`config.mk`:
```
export PLATFORM = sky130hd
export DESIGN_NAME = instr_fetch
export DESIGN_NICKNAME = d
export VERILOG_FILES = /design/src/rtl/cpu_pkg.sv /design/src/rtl/if_fifo2.sv /design/src/rtl/instr_fetch.sv
export SDC_FILE = /design/constraint.sdc
export NUM_CORES = 1
export LEC_CHECK = 0
export BUFFER_PORTS_ARGS = -buffer_cell sky130_fd_sc_hd__buf_2
export CAP_MARGIN = 40
export CORE_MARGIN = 2
export CORE_UTILIZATION = 45
export DETAILED_ROUTE_END_ITERATION = 10
export GPL_TIMING_DRIVEN = 1
export PLACE_DENSITY = 0.68
export SETUP_SLACK_MARGIN = 0.2
export SYNTH_ARGS = -nofsm -noshare
export SYNTH_HDL_FRONTEND = slang
export SYNTH_HIERARCHICAL = 1
export SYNTH_SLANG_ARGS = --single-unit
```
`constraint.sdc`:
```
create_clock -name CLK -period 4.4 [get_ports CLK]
set_input_delay 0.44 -clock CLK [delete_from_list [all_inputs] [get_ports CLK]]
set_output_delay 0.44 -clock CLK [all_outputs]
set_load 0.05 [all_outputs]
```
`src/rtl/cpu_pkg.sv`:
```
// Shared fetch-path constants and the prefetch buffer entry type.
// Used by instr_fetch and if_fifo2.
package cpu_pkg;

    localparam int AW = 8;
    localparam int DW = 16;
    localparam logic [AW-1:0] RESET_PC = 8'h00;

    typedef struct packed {
        logic [AW-1:0] pc;
        logic [DW-1:0] word;
    } fetch_entry_t;

endpackage

```
`src/rtl/if_fifo2.sv`:
```
// Two-entry prefetch FIFO of {pc, word}.
// The head register drives decode directly; flush wins over push/pop.
module if_fifo2
    import cpu_pkg::*;
(
    input  logic         CLK,
    input  logic         RST_n,
    input  logic         push,
    input  logic         pop,
    input  logic         flush,
    input  fetch_entry_t din,
    output fetch_entry_t head,
    output logic [1:0]   count
);

    fetch_entry_t tail;

    always_ff @(posedge CLK or negedge RST_n) begin
        if (!RST_n) begin
            head  <= '0;
            tail  <= '0;
            count <= 2'd0;
        end else if (flush) begin
            count <= 2'd0;
        end else begin
            case ({push, pop})
                2'b10: begin
                    if (count == 2'd0) head <= din;
                    else               tail <= din;
                    count <= count + 2'd1;
                end
                2'b01: begin
                    // An emptied head keeps its last value.
                    if (count == 2'd2) head <= tail;
                    count <= count - 2'd1;
                end
                2'b11: begin
                    if (count == 2'd2) begin
                        head <= tail;
                        tail <= din;
                    end else begin
                        head <= din;
                    end
                end
                default: ;
            endcase
        end
    end

endmodule

```
`src/rtl/instr_fetch.sv`:
```
// Instruction fetch front-end: PC, ROM address, prefetch buffer, redirects.
// Define IF_PERF_CNT_EN to build the fetch_cnt push counter.
module instr_fetch
    import cpu_pkg::*;
#(
    parameter int            AW       = cpu_pkg::AW,
    parameter int            DW       = cpu_pkg::DW,
    parameter logic [AW-1:0] RESET_PC = cpu_pkg::RESET_PC
) (
    input  logic          CLK,
    input  logic          RST_n,
    output logic [AW-1:0] rom_addr,
    input  logic [DW-1:0] rom_data,
    input  logic          stall,
    input  logic          jmp_valid,
    input  logic [AW-1:0] jmp_addr,
    output logic [DW-1:0] ir,
    output logic [AW-1:0] ir_pc,
    output logic          ir_valid,
    input  logic          ir_ready,
    output logic [15:0]   fetch_cnt
);

    logic [AW-1:0] pc;
    logic [1:0]    count;
    logic          pop;
    logic          push;
    fetch_entry_t  head;
    fetch_entry_t  din;

    assign pop  = ir_valid && ir_ready;
    assign push = !jmp_valid && !stall && (count != 2'd2 || pop);

    assign rom_addr = pc;
    assign din      = '{pc: pc, word: rom_data};

    always_ff @(posedge CLK or negedge RST_n) begin
        if (!RST_n)         pc <= RESET_PC;
        else if (jmp_valid) pc <= jmp_addr;
        else if (push)      pc <= pc + AW'(1);
    end

    if_fifo2 u_fifo (
        .CLK   (CLK),
        .RST_n (RST_n),
        .push  (push),
        .pop   (pop),
        .flush (jmp_valid),
        .din   (din),
        .head  (head),
        .count (count)
    );

    assign ir       = head.word;
    assign ir_pc    = head.pc;
    assign ir_valid = (count != 2'd0);

`ifdef IF_PERF_CNT_EN
    logic [15:0] cnt;

    // Counts every push, including words later flushed by a redirect.
    always_ff @(posedge CLK or negedge RST_n) begin
        if (!RST_n)    cnt <= 16'd0;
        else if (push) cnt <= cnt + 16'd1;
    end

    assign fetch_cnt = cnt;
`else
    assign fetch_cnt = 16'd0;
`endif

endmodule

```
==> flow_metrics.py, run 1 <==
metrics = {
    "run_status": {
        "status": "finished clean",
    },
    "place": {
        "dp_cells": 449,
        "place.gp.congestion": 0.753,
        "dpl_worst_slack_ns": 1.81,
        "dpl_cell_area_um2": 3660,
        "dpl.hpwl_mm": 4.95,
        "io_buffers": 61,
    },
    "logic_synthesis": {
        "synth.yosys.seq_area_share_pct": 42.7,
        "synthArstFlopShare_pct": 100,
        "synth_enable_flop_cells": 0,
        "synthCells": 313,
        "synth.cell_area_um2": 3400,
        "ys_types": 43,
        "yosysWarningCount": 6,
        "ys.flop_type": "dfrtp_1",
        "ys_seq_elements": 58,
        "syn_area_per_cell_um2": 10.9,
    },
    "final_layout": {
        "finalNonFillerCells": 465,
        "layout_common_cells": "buf_2, dfrtp_1, a31oi_1",
        "insertedDiodeCount": 0,
        "final_common_cell": "buf_2",
        "nNetsFinal": 391,
        "drive_gt1_share_pct": 33.1,
        "post-route-util_pct": 53.4,
        "design_area_um2": 3900,
        "syn2layout_area_growth_pct": 14.5,
    },
    "power_and_ir_drop": {
        "p_leak_nw": 1.69,
        "finalPower_mw": 2.87,
        "vdd_drop_max_mv": 0.467,
        "power_density_nw_per_um2": 737,
    },
    "route": {
        "wl_mm": 7.69,
        "drc_errors": 0,
        "wire_per_inst_um": 16.5,
        "drt_pre_antenna_iters": 5,
        "vias": 2603,
        "vias_per_cell": 5.60,
        "first_iter_violations": 255,
        "antenna_left": 0,
    },
    "cts": {
        "cts_sinks": 58,
        "root_buffer": "clkbuf_8",
        "cts_buffers": 9,
        "clock_latency_ns": 0.34,
        "cts_resized": 0,
        "post_cts_buffers": 0,
        "clockBufferDepth": 2,
        "ctsHoldBuffers": 0,
        "h-tree-depth": 3,
        "cts_tree": "done",
        "path_clk_slew_ns": 0.07,
    },
    "floorplanning": {
        "die_area_um2": 8270,
        "std_cell_rows": 31,
        "num_io_pins": 78,
        "start_util_pct": 46.7,
        "die_w_um": 91.0,
        "core_area_um2": 7290,
        "die_h_um": 91.0,
    },
    "worst_setup_path": {
        "endpoint_kind": "flip-flop",
        "worstPathRequired_ns": 4.63,
        "r2r_end": "u_fifo/tail[17]",
        "r2r_cells": 7,
        "start_kind": "flip-flop",
        "reg2reg_from": "u_fifo/count[0]",
        "reg2reg_slack_ns": 1.77,
        "cp.arrival_ns": 2.86,
        "crit_type": "reg -> reg",
        "path_max_fanout": 28,
    },
    "grt": {
        "grt_pass1_wl_mm": 12.9,
        "grt_overflow_total": 0,
        "grt_max_degree": 59,
        "antenna_found_initial": 0,
        "track_usage_pct": 19.4,
        "grt_pass1_vias": 2623,
    },
    "timing": {
        "tightest_slew_ns": 0.841,
        "maxSlewHeadroom_pct": 43.9,
        "period_share_pct": 59.8,
        "setup_viol": 0,
        "maxSlewViolCount": 0,
        "hold_violations": 0,
        "rsz0062_at_grt": "no",
        "layout_setup_ws_ns": 1.77,
        "fmax_mhz": 380,
        "clock_skew_ns": 0.00867,
        "whs_ns": 0.232,
        "period_needed_ns": 2.63,
        "finalSetupTns_ns": 0,
    },
    "worst_hold_path": {
        "hold_path_class": "in -> async",
    },
    "job": {
        "cap_viol_max_count": 0,
    },
}
[sequential cells by signal (all words and copies together), names as in the netlist]
name	cells
u_fifo/head	24
u_fifo/tail	24
rom_addr	8
u_fifo/count	2
[power by group]
group          total, mW  internal [mW]  switching (mW)  leakage [nW]
logic               1.36          0.454           0.901         0.883
registers          0.927          0.763           0.164         0.683
clock network      0.590          0.373           0.217         0.120
[worst max path at each step]
stage,start,endpoint,slack (ns),cells past startpoint
floorplan,jmp_valid,u_fifo/tail[20],2.33,9
global placement,u_fifo/count[0],u_fifo/head[15],1.29,5
detailed placement,u_fifo/count[0],u_fifo/tail[17],1.81,7
CTS,u_fifo/count[0],u_fifo/tail[17],1.78,7
global route,u_fifo/count[0],u_fifo/tail[17],1.60,7
finish,u_fifo/count[0],u_fifo/tail[17],1.77,7
[synthesized netlist by cell type (3+ instances only)]
| master | instances | share of area [%] |
|---|---|---|
| dfrtp_1 | 58 | 43 |
| a31oi_1 | 48 | 8.8 |
| nor3_1 | 3 | 0.44 |
| nor2b_1 | 25 | 4.6 |
| buf_2 | 15 | 2.2 |
| mux2_4 | 20 | 8.8 |
| o21ai_0 | 4 | 0.59 |
| mux2_2 | 4 | 1.3 |
| buf_4 | 17 | 3.8 |
| a211oi_1 | 24 | 5.3 |
| buf_6 | 7 | 2.3 |
| o211ai_1 | 24 | 5.3 |
| xnor2_1 | 8 | 2.1 |
| clkbuf_1 | 5 | 0.55 |
| nor3b_1 | 3 | 0.66 |
| nand2_1 | 12 | 1.3 |
| nand3_1 | 3 | 0.44 |
| o21ai_1 | 4 | 0.59 |
[cell type report]
cell class              count  area [um^2]
clock buffers              10          128
well taps                  99          124
clock inverters             6          105
inverters                   1         3.75
repair buffers             69          417
flip-flops and latches     58         1450
multi-input cells         222         1670
fillers                   674         3400
[critical path, stage by stage, from the launching register on]
cell,delay [ns]
dfrtp_1,0.52
nor3b_4,0.49
nor3_2,0.06
buf_4,0.24
and2b_1,0.38
o21ai_4,0.22
buf_12,0.23
mux2_2,0.35
[per-layer routing]
layer,vias up,GRT usage (%),share of wire (%)
met3,9,4.73,4.4
met5,-,0,0
met4,0,8.96,1.4
met2,78,29.8,48
met1,1274,25.9,46
li1,1242,-,-
[cells by family after synthesis]
logic type,after synthesis,share of synthesized area (%)
buf+inv,48,10.2
xor+xnor,8,2.06
flops,58,42.7
mux,26,10.7
compound gates,107,21.8
other cells,1,0.110
fa+ha+maj,1,0.368
simple gates,64,12.1
No activity file was read; power rests on OpenSTA's default activity.
==> inputs of run 2 (changes only) <==
--- a/config.mk
+++ b/config.mk
@@ -11,7 +11,7 @@
 export CORE_UTILIZATION = 45
 export DETAILED_ROUTE_END_ITERATION = 10
 export GPL_TIMING_DRIVEN = 1
-export PLACE_DENSITY = 0.68
+export PLACE_DENSITY = 0.71
 export SETUP_SLACK_MARGIN = 0.2
 export SYNTH_ARGS = -nofsm -noshare
 export SYNTH_HDL_FRONTEND = slang
==> constraint.sdc (replaced) <==
create_clock -name CLK -period 2.13 [get_ports CLK]
set_input_delay 0.213 -clock CLK [delete_from_list [all_inputs] [get_ports CLK]]
set_output_delay 0.213 -clock CLK [all_outputs]
set_load 0.05 [all_outputs]
==> run 2 against run 1 <==
Compared with the run above: sequential share of layout area is 2.4 points lower; global-route usage up 2.3 points; final area up 6.9%; non-clock buffer count rose by 17; fmax is 41% higher; first-iteration DRC count fell by 10%; combinational power rose by 130%; setup slack got worse by 1.5 ns; register-to-register slack lost 1.5 ns; die area did not move; critical endpoint is now u_fifo/tail[18]; largest cell class unchanged.
==> flow_metrics.py, run 2 (synthesis results as in run 1) <==
metrics = {
    "run_status": {
        "status": "finished clean",
    },
    "timing": {
        "setup_viol": 0,
        "finalSetupTns_ns": 0,
        "tightest_slew_ns": 0.515,
        "fmax_mhz": 534,
        "maxSlewHeadroom_pct": 65.7,
        "rsz0062_at_grt": "no",
        "whs_ns": 0.0825,
        "clock_skew_ns": 0.00867,
        "period_needed_ns": 1.87,
        "period_share_pct": 87.9,
        "hold_violations": 0,
        "maxSlewViolCount": 0,
    },
    "worst_setup_path": {
        "endpoint_kind": "flip-flop",
        "path_max_fanout": 8,
        "cp.arrival_ns": 2.09,
        "cpMaxStageDelayCell": "dfrtp_1",
        "reg2reg_from": "u_fifo/count[0]",
        "cp_top_family": "simple AND/OR/NAND/NOR gates",
        "start_kind": "flip-flop",
        "r2r_end": "u_fifo/tail[18]",
        "crit_path_max_incr_delay_ns": 0.38,
        "reg2reg_slack_ns": 0.26,
        "cp_num_buf_inv": 2,
        "worstPathCellList": "buf_6 > nor3b_4 > nor3_4 > and2b_2 > o21ai_4 > clkbuf_16 > mux2_2",
        "worstPathRequired_ns": 2.35,
        "path_depth": 7,
        "crit_type": "reg -> reg",
        "r2r_cells": 7,
    },
    "grt": {
        "grt_use_met2_pct": 33.0,
        "track_usage_pct": 21.7,
        "grt-busiest-layer": "met2",
        "met3_usage_pct": 5.89,
        "grt_pass1_wl_mm": 14.3,
        "antenna_found_initial": 0,
        "grt_overflow_total": 0,
        "grtUsageMet1_pct": 29.9,
        "grt_pass1_vias": 2725,
        "grt_max_degree": 28,
    },
    "cts": {
        "clock_latency_ns": 0.34,
        "cts_sinks": 58,
        "cts_buffers": 9,
        "root_buffer": "clkbuf_8",
        "cts_tree": "done",
        "clockBufferDepth": 2,
        "h-tree-depth": 3,
        "path_clk_slew_ns": 0.06,
    },
    "floorplanning": {
        "start_util_pct": 46.7,
        "std_cell_rows": 31,
        "die_w_um": 91.0,
        "core_area_um2": 7290,
        "die_area_um2": 8270,
        "num_io_pins": 78,
        "die_h_um": 91.0,
    },
    "power_and_ir_drop": {
        "swShare_pct": 45.7,
        "p_leak_nw": 1.80,
        "power_density_nw_per_um2": 1470,
        "internal-power_mw": 3.33,
        "p_switching_mw": 2.81,
        "power_frac_clock_pct": 17.2,
        "finalPower_mw": 6.14,
        "vdd_drop_max_mv": 0.514,
        "pwr-share-comb_pct": 51.5,
        "pwr-share-seq_pct": 31.3,
    },
    "route": {
        "wl_mm": 8.85,
        "antenna_left": 0,
        "drt_pre_antenna_iters": 5,
        "wire_per_inst_um": 18.4,
        "first_iter_violations": 229,
        "vias_per_cell": 5.83,
        "drc_errors": 0,
        "vias": 2810,
    },
    "final_layout": {
        "insertedDiodeCount": 0,
        "nNetsFinal": 409,
        "syn2layout_area_growth_pct": 22.4,
        "drive_gt1_share_pct": 41.3,
        "final_common_cell": "buf_2",
        "layout_common_cells": "buf_2, dfrtp_1, a31oi_1",
    },
    "worst_hold_path": {
        "hold_start": "jmp_addr[3]",
        "hold_path_class": "in -> reg",
        "hold_depth": 3,
        "holdPathEnd": "rom_addr[3]",
    },
    "job": {
        "cap_viol_max_count": 0,
    },
    "place": {
        "io_buffers": 61,
        "dpl.hpwl_mm": 5.16,
        "place.gp.congestion": 0.737,
    },
}
==> run 2: cell types whose count changed in the layout (fill, tap and decap cells not counted), moves of 2 or more <==
cell       change
a211oi_1      -19
clkinv_2       -2
clkbuf_8       +3
buf_8          -3
buf_4         +11
bufinv_16      -2
a211oi_2      +19
buf_6          +4
==> run 2: what timing repair did <==
action / CTS / global route
hold endpoints to repair: 19 / 0
buffers inserted: 1 / 2
resized for setup: 10 / 26
pin swaps: 1 / 1
cloned: 2 / 2
hold buffers: 1 / 0
setup endpoints to repair: 33 / 42
==> run 2: power by group through the flow <==
stage,clock (mW),combinational (mW),sequential [mW]
6_report,1.06,3.16,1.92
5_1_grt,1.14,3.34,1.97
4_1_cts,1.07,3.03,1.88
3_5_place_dp,0,2.88,1.89
3_3_place_gp,0,2.81,1.87
2_1_floorplan,0,1.45,2.69
==> run 2: layout make-up <==
cell class / instances / area [um^2]
fillers: 618 / 3130
multi-input cells: 223 / 1790
flip-flops and latches: 58 / 1450
repair buffers: 86 / 592
clock buffers: 13 / 169
well taps: 99 / 124
clock inverters: 2 / 35.0
inverters: 1 / 3.75
==> run 2: stage by stage <==
step / setup WS, ns / std cells / cell area [um^2] / util, %
floorplan: 0.103 / 328 / 3460 / -
global placement: 0.0654 / 458 / 3680 / 50.5
detailed placement: 0.0138 / 459 / 3710 / 50.8
CTS: 0.204 / 478 / 4020 / 55.2
global route: 0.198 / 482 / 4170 / 57.1
finish: 0.257 / 482 / 4170 / 57.1
==> run 2: worst max-delay path by stage <==
stage,start,endpoint,slack [ns]
floorplan,u_fifo/count[1],u_fifo/tail[20],0.10
global placement,u_fifo/count[0],u_fifo/tail[16],0.07
detailed placement,u_fifo/count[0],u_fifo/head[10],0.01
CTS,u_fifo/count[0],u_fifo/head[21],0.20
global route,u_fifo/count[0],u_fifo/tail[17],0.20
finish,u_fifo/count[0],u_fifo/tail[18],0.26
==> run 2: worst register-to-register path: stages (launching register included) <==
cell,delay [ns]
dfrtp_1,0.38
buf_6,0.14
nor3b_4,0.23
nor3_4,0.08
and2b_2,0.25
o21ai_4,0.13
clkbuf_16,0.22
mux2_2,0.34
==> run 2: metal layers <==
layer  routed length (um)  part of all wire (%)
met2                 4250                    48
met5                    0                     0
met4                   89                   1.0
met3                  544                   6.1
met1                 3970                    45
==> inputs of run 3 (changes only) <==
--- a/config.mk
+++ b/config.mk
@@ -7,6 +7,7 @@
 export LEC_CHECK = 0
 export BUFFER_PORTS_ARGS = -buffer_cell sky130_fd_sc_hd__buf_2
 export CAP_MARGIN = 40
+export CORE_ASPECT_RATIO = 2
 export CORE_MARGIN = 2
 export CORE_UTILIZATION = 45
 export DETAILED_ROUTE_END_ITERATION = 10
==> run 3 against run 2 <==
Compared with the run above: wire length about the same; critical endpoint is now u_fifo/head[1]; core utilization down 1.1 points; sequential power is essentially flat; final area is 1.4% lower; global-route usage decreased by 0.16 points; largest power group unchanged.
==> flow_metrics.py, run 3 (synthesis results as in run 1) <==
metrics = {
    "final_layout": {
        "insertedDiodeCount": 0,
        "layout_common_cells": "buf_2, dfrtp_1, a31oi_1",
        "nNetsFinal": 405,
        "post-route-util_pct": 56.1,
        "final_common_cell": "buf_2",
        "syn2layout_area_growth_pct": 20.7,
        "drive_gt1_share_pct": 36.1,
    },
    "timing": {
        "hold_violations": 0,
        "maxSlewViolCount": 0,
        "period_needed_ns": 1.88,
        "setup_viol": 0,
        "tightest_slew_ns": 0.749,
        "period_share_pct": 88.3,
        "finalSetupTns_ns": 0,
        "rsz0062_at_grt": "yes",
        "clock_skew_ns": 0.00629,
        "fmax_mhz": 532,
        "maxSlewHeadroom_pct": 50.1,
    },
    "grt": {
        "grt_pass1_vias": 2708,
        "grt_pass1_wl_mm": 13.6,
        "grt_max_degree": 59,
        "antenna_found_initial": 0,
        "grt_overflow_total": 0,
        "track_usage_pct": 21.6,
    },
    "floorplanning": {
        "num_io_pins": 78,
        "die_h_um": 127,
        "die_w_um": 65.5,
        "std_cell_rows": 44,
        "start_util_pct": 46.5,
        "die_area_um2": 8310,
        "core_area_um2": 7320,
    },
    "cts": {
        "ctsHoldBuffers": 0,
        "clockBufferDepth": 2,
        "clock_latency_ns": 0.34,
        "path_clk_slew_ns": 0.05,
        "cts_tree": "done",
        "h-tree-depth": 3,
        "cts_buffers": 9,
        "root_buffer": "clkbuf_16",
        "cts_sinks": 58,
    },
    "run_status": {
        "status": "finished clean",
    },
    "power_and_ir_drop": {
        "p_leak_nw": 1.81,
        "power_density_nw_per_um2": 1560,
        "finalPower_mw": 6.40,
        "vdd_drop_max_mv": 0.619,
    },
    "worst_setup_path": {
        "start_kind": "flip-flop",
        "cp.arrival_ns": 2.08,
        "reg2reg_from": "u_fifo/count[0]",
        "worstPathRequired_ns": 2.33,
        "endpoint_kind": "flip-flop",
        "cpMaxStageDelayCell": "dfrtp_1",
        "worstPathCellList": "or2_2 > and2_2 > and4bb_1 > buf_6 > a211oi_1 > a31oi_1",
        "path_max_fanout": 24,
        "crit_type": "reg -> reg",
        "crit_path_max_incr_delay_ns": 0.37,
        "setup.worst_path.start": "u_fifo/count[0]",
    },
    "route": {
        "vias_per_cell": 5.79,
        "wire_per_inst_um": 18.7,
        "first_iter_violations": 248,
        "antenna_left": 0,
        "drc_errors": 0,
        "wl_mm": 8.84,
        "vias": 2732,
        "drt_pre_antenna_iters": 4,
    },
    "worst_hold_path": {
        "hold_path_class": "in -> async",
    },
    "job": {
        "cap_viol_max_count": 0,
    },
    "place": {
        "io_buffers": 61,
        "dpl.hpwl_mm": 5.23,
        "place.gp.congestion": 0.799,
    },
}
[run 3: changes by cell type in the layout (fill, tap and decap cells not counted), sizes merged]
cell / before / now
clkbuf: 14 / 13
dlygate4sd3: 1 / 0
a21o: 2 / 3
bufbuf: 1 / 0
buf: 83 / 80
clkinv: 1 / 3
[run 3: layout make-up]
cell class / count / area, um^2
fill: 655 / 3220
multi-input combinational: 224 / 1710
sequential: 58 / 1450
timing repair buffer: 81 / 509
clock buffer: 12 / 267
tap: 92 / 115
clock inverter: 4 / 48.8
inverter: 1 / 3.75
[run 3: final timing paths]
check / end / slack (ns) / cells after the start
max: u_fifo/head[1] / 0.25 / 6
min: u_fifo/tail[12] / 0.02 / 2
max reg2reg: u_fifo/head[1] / 0.25 / 6
min reg2reg: u_fifo/tail[18] / 0.51 / 1
max in group asynchronous: u_fifo/head[20] / 1.61 / 2
min in group CLK: rom_addr[1] / 0.09 / 3
[run 3: timing repair]
| action | CTS | global route |
|---|---|---|
| pin swaps | 0 | 1 |
| cloned | 1 | 4 |
| resized for setup | 2 | 8 |
| setup endpoints to repair | 27 | 43 |
| buffers inserted | 0 | 2 |
[run 3: per-stage QoR]
stage / setup WS, ns / hold slack, ns / instances / instance area [um^2]
6_report: 0.250 / 0.0234 / 472 / 4110
5_1_grt: 0.185 / 0.104 / 472 / 4110
4_1_cts: 0.186 / 0.0649 / 466 / 4030
3_5_place_dp: 0.172 / 0.415 / 449 / 3690
3_3_place_gp: 0.0852 / 0.409 / 448 / 3660
2_1_floorplan: 0.103 / -0.0826 / 328 / 3460
[run 3: routing by layer]
layer  share of wire (%)  global-route usage [%]  vias up
met5                   0                       0        -
met4                 3.3                    12.3        0
met3                 5.0                    3.63       21
met2                  53                    37.0      106
met1                  38                    24.7     1327
li1                    -                       -     1278
[run 3: power breakdown]
part           leakage (nW)  switching, mW  total, mW  internal [mW]
logic                 0.968           1.98       3.00           1.02
registers             0.683          0.312       1.89           1.58
clock network         0.159          0.518       1.52          0.997
total                  1.81           2.81       6.40           3.60
[run 3: worst max-delay path, delay by kind of cell (launching register included)]
family	cells	cell delay, ns
and+or+nand+nor	3	0.79
DFF	1	0.37
AOI/OAI and AO/OA	2	0.37
buffers and inverters	1	0.21
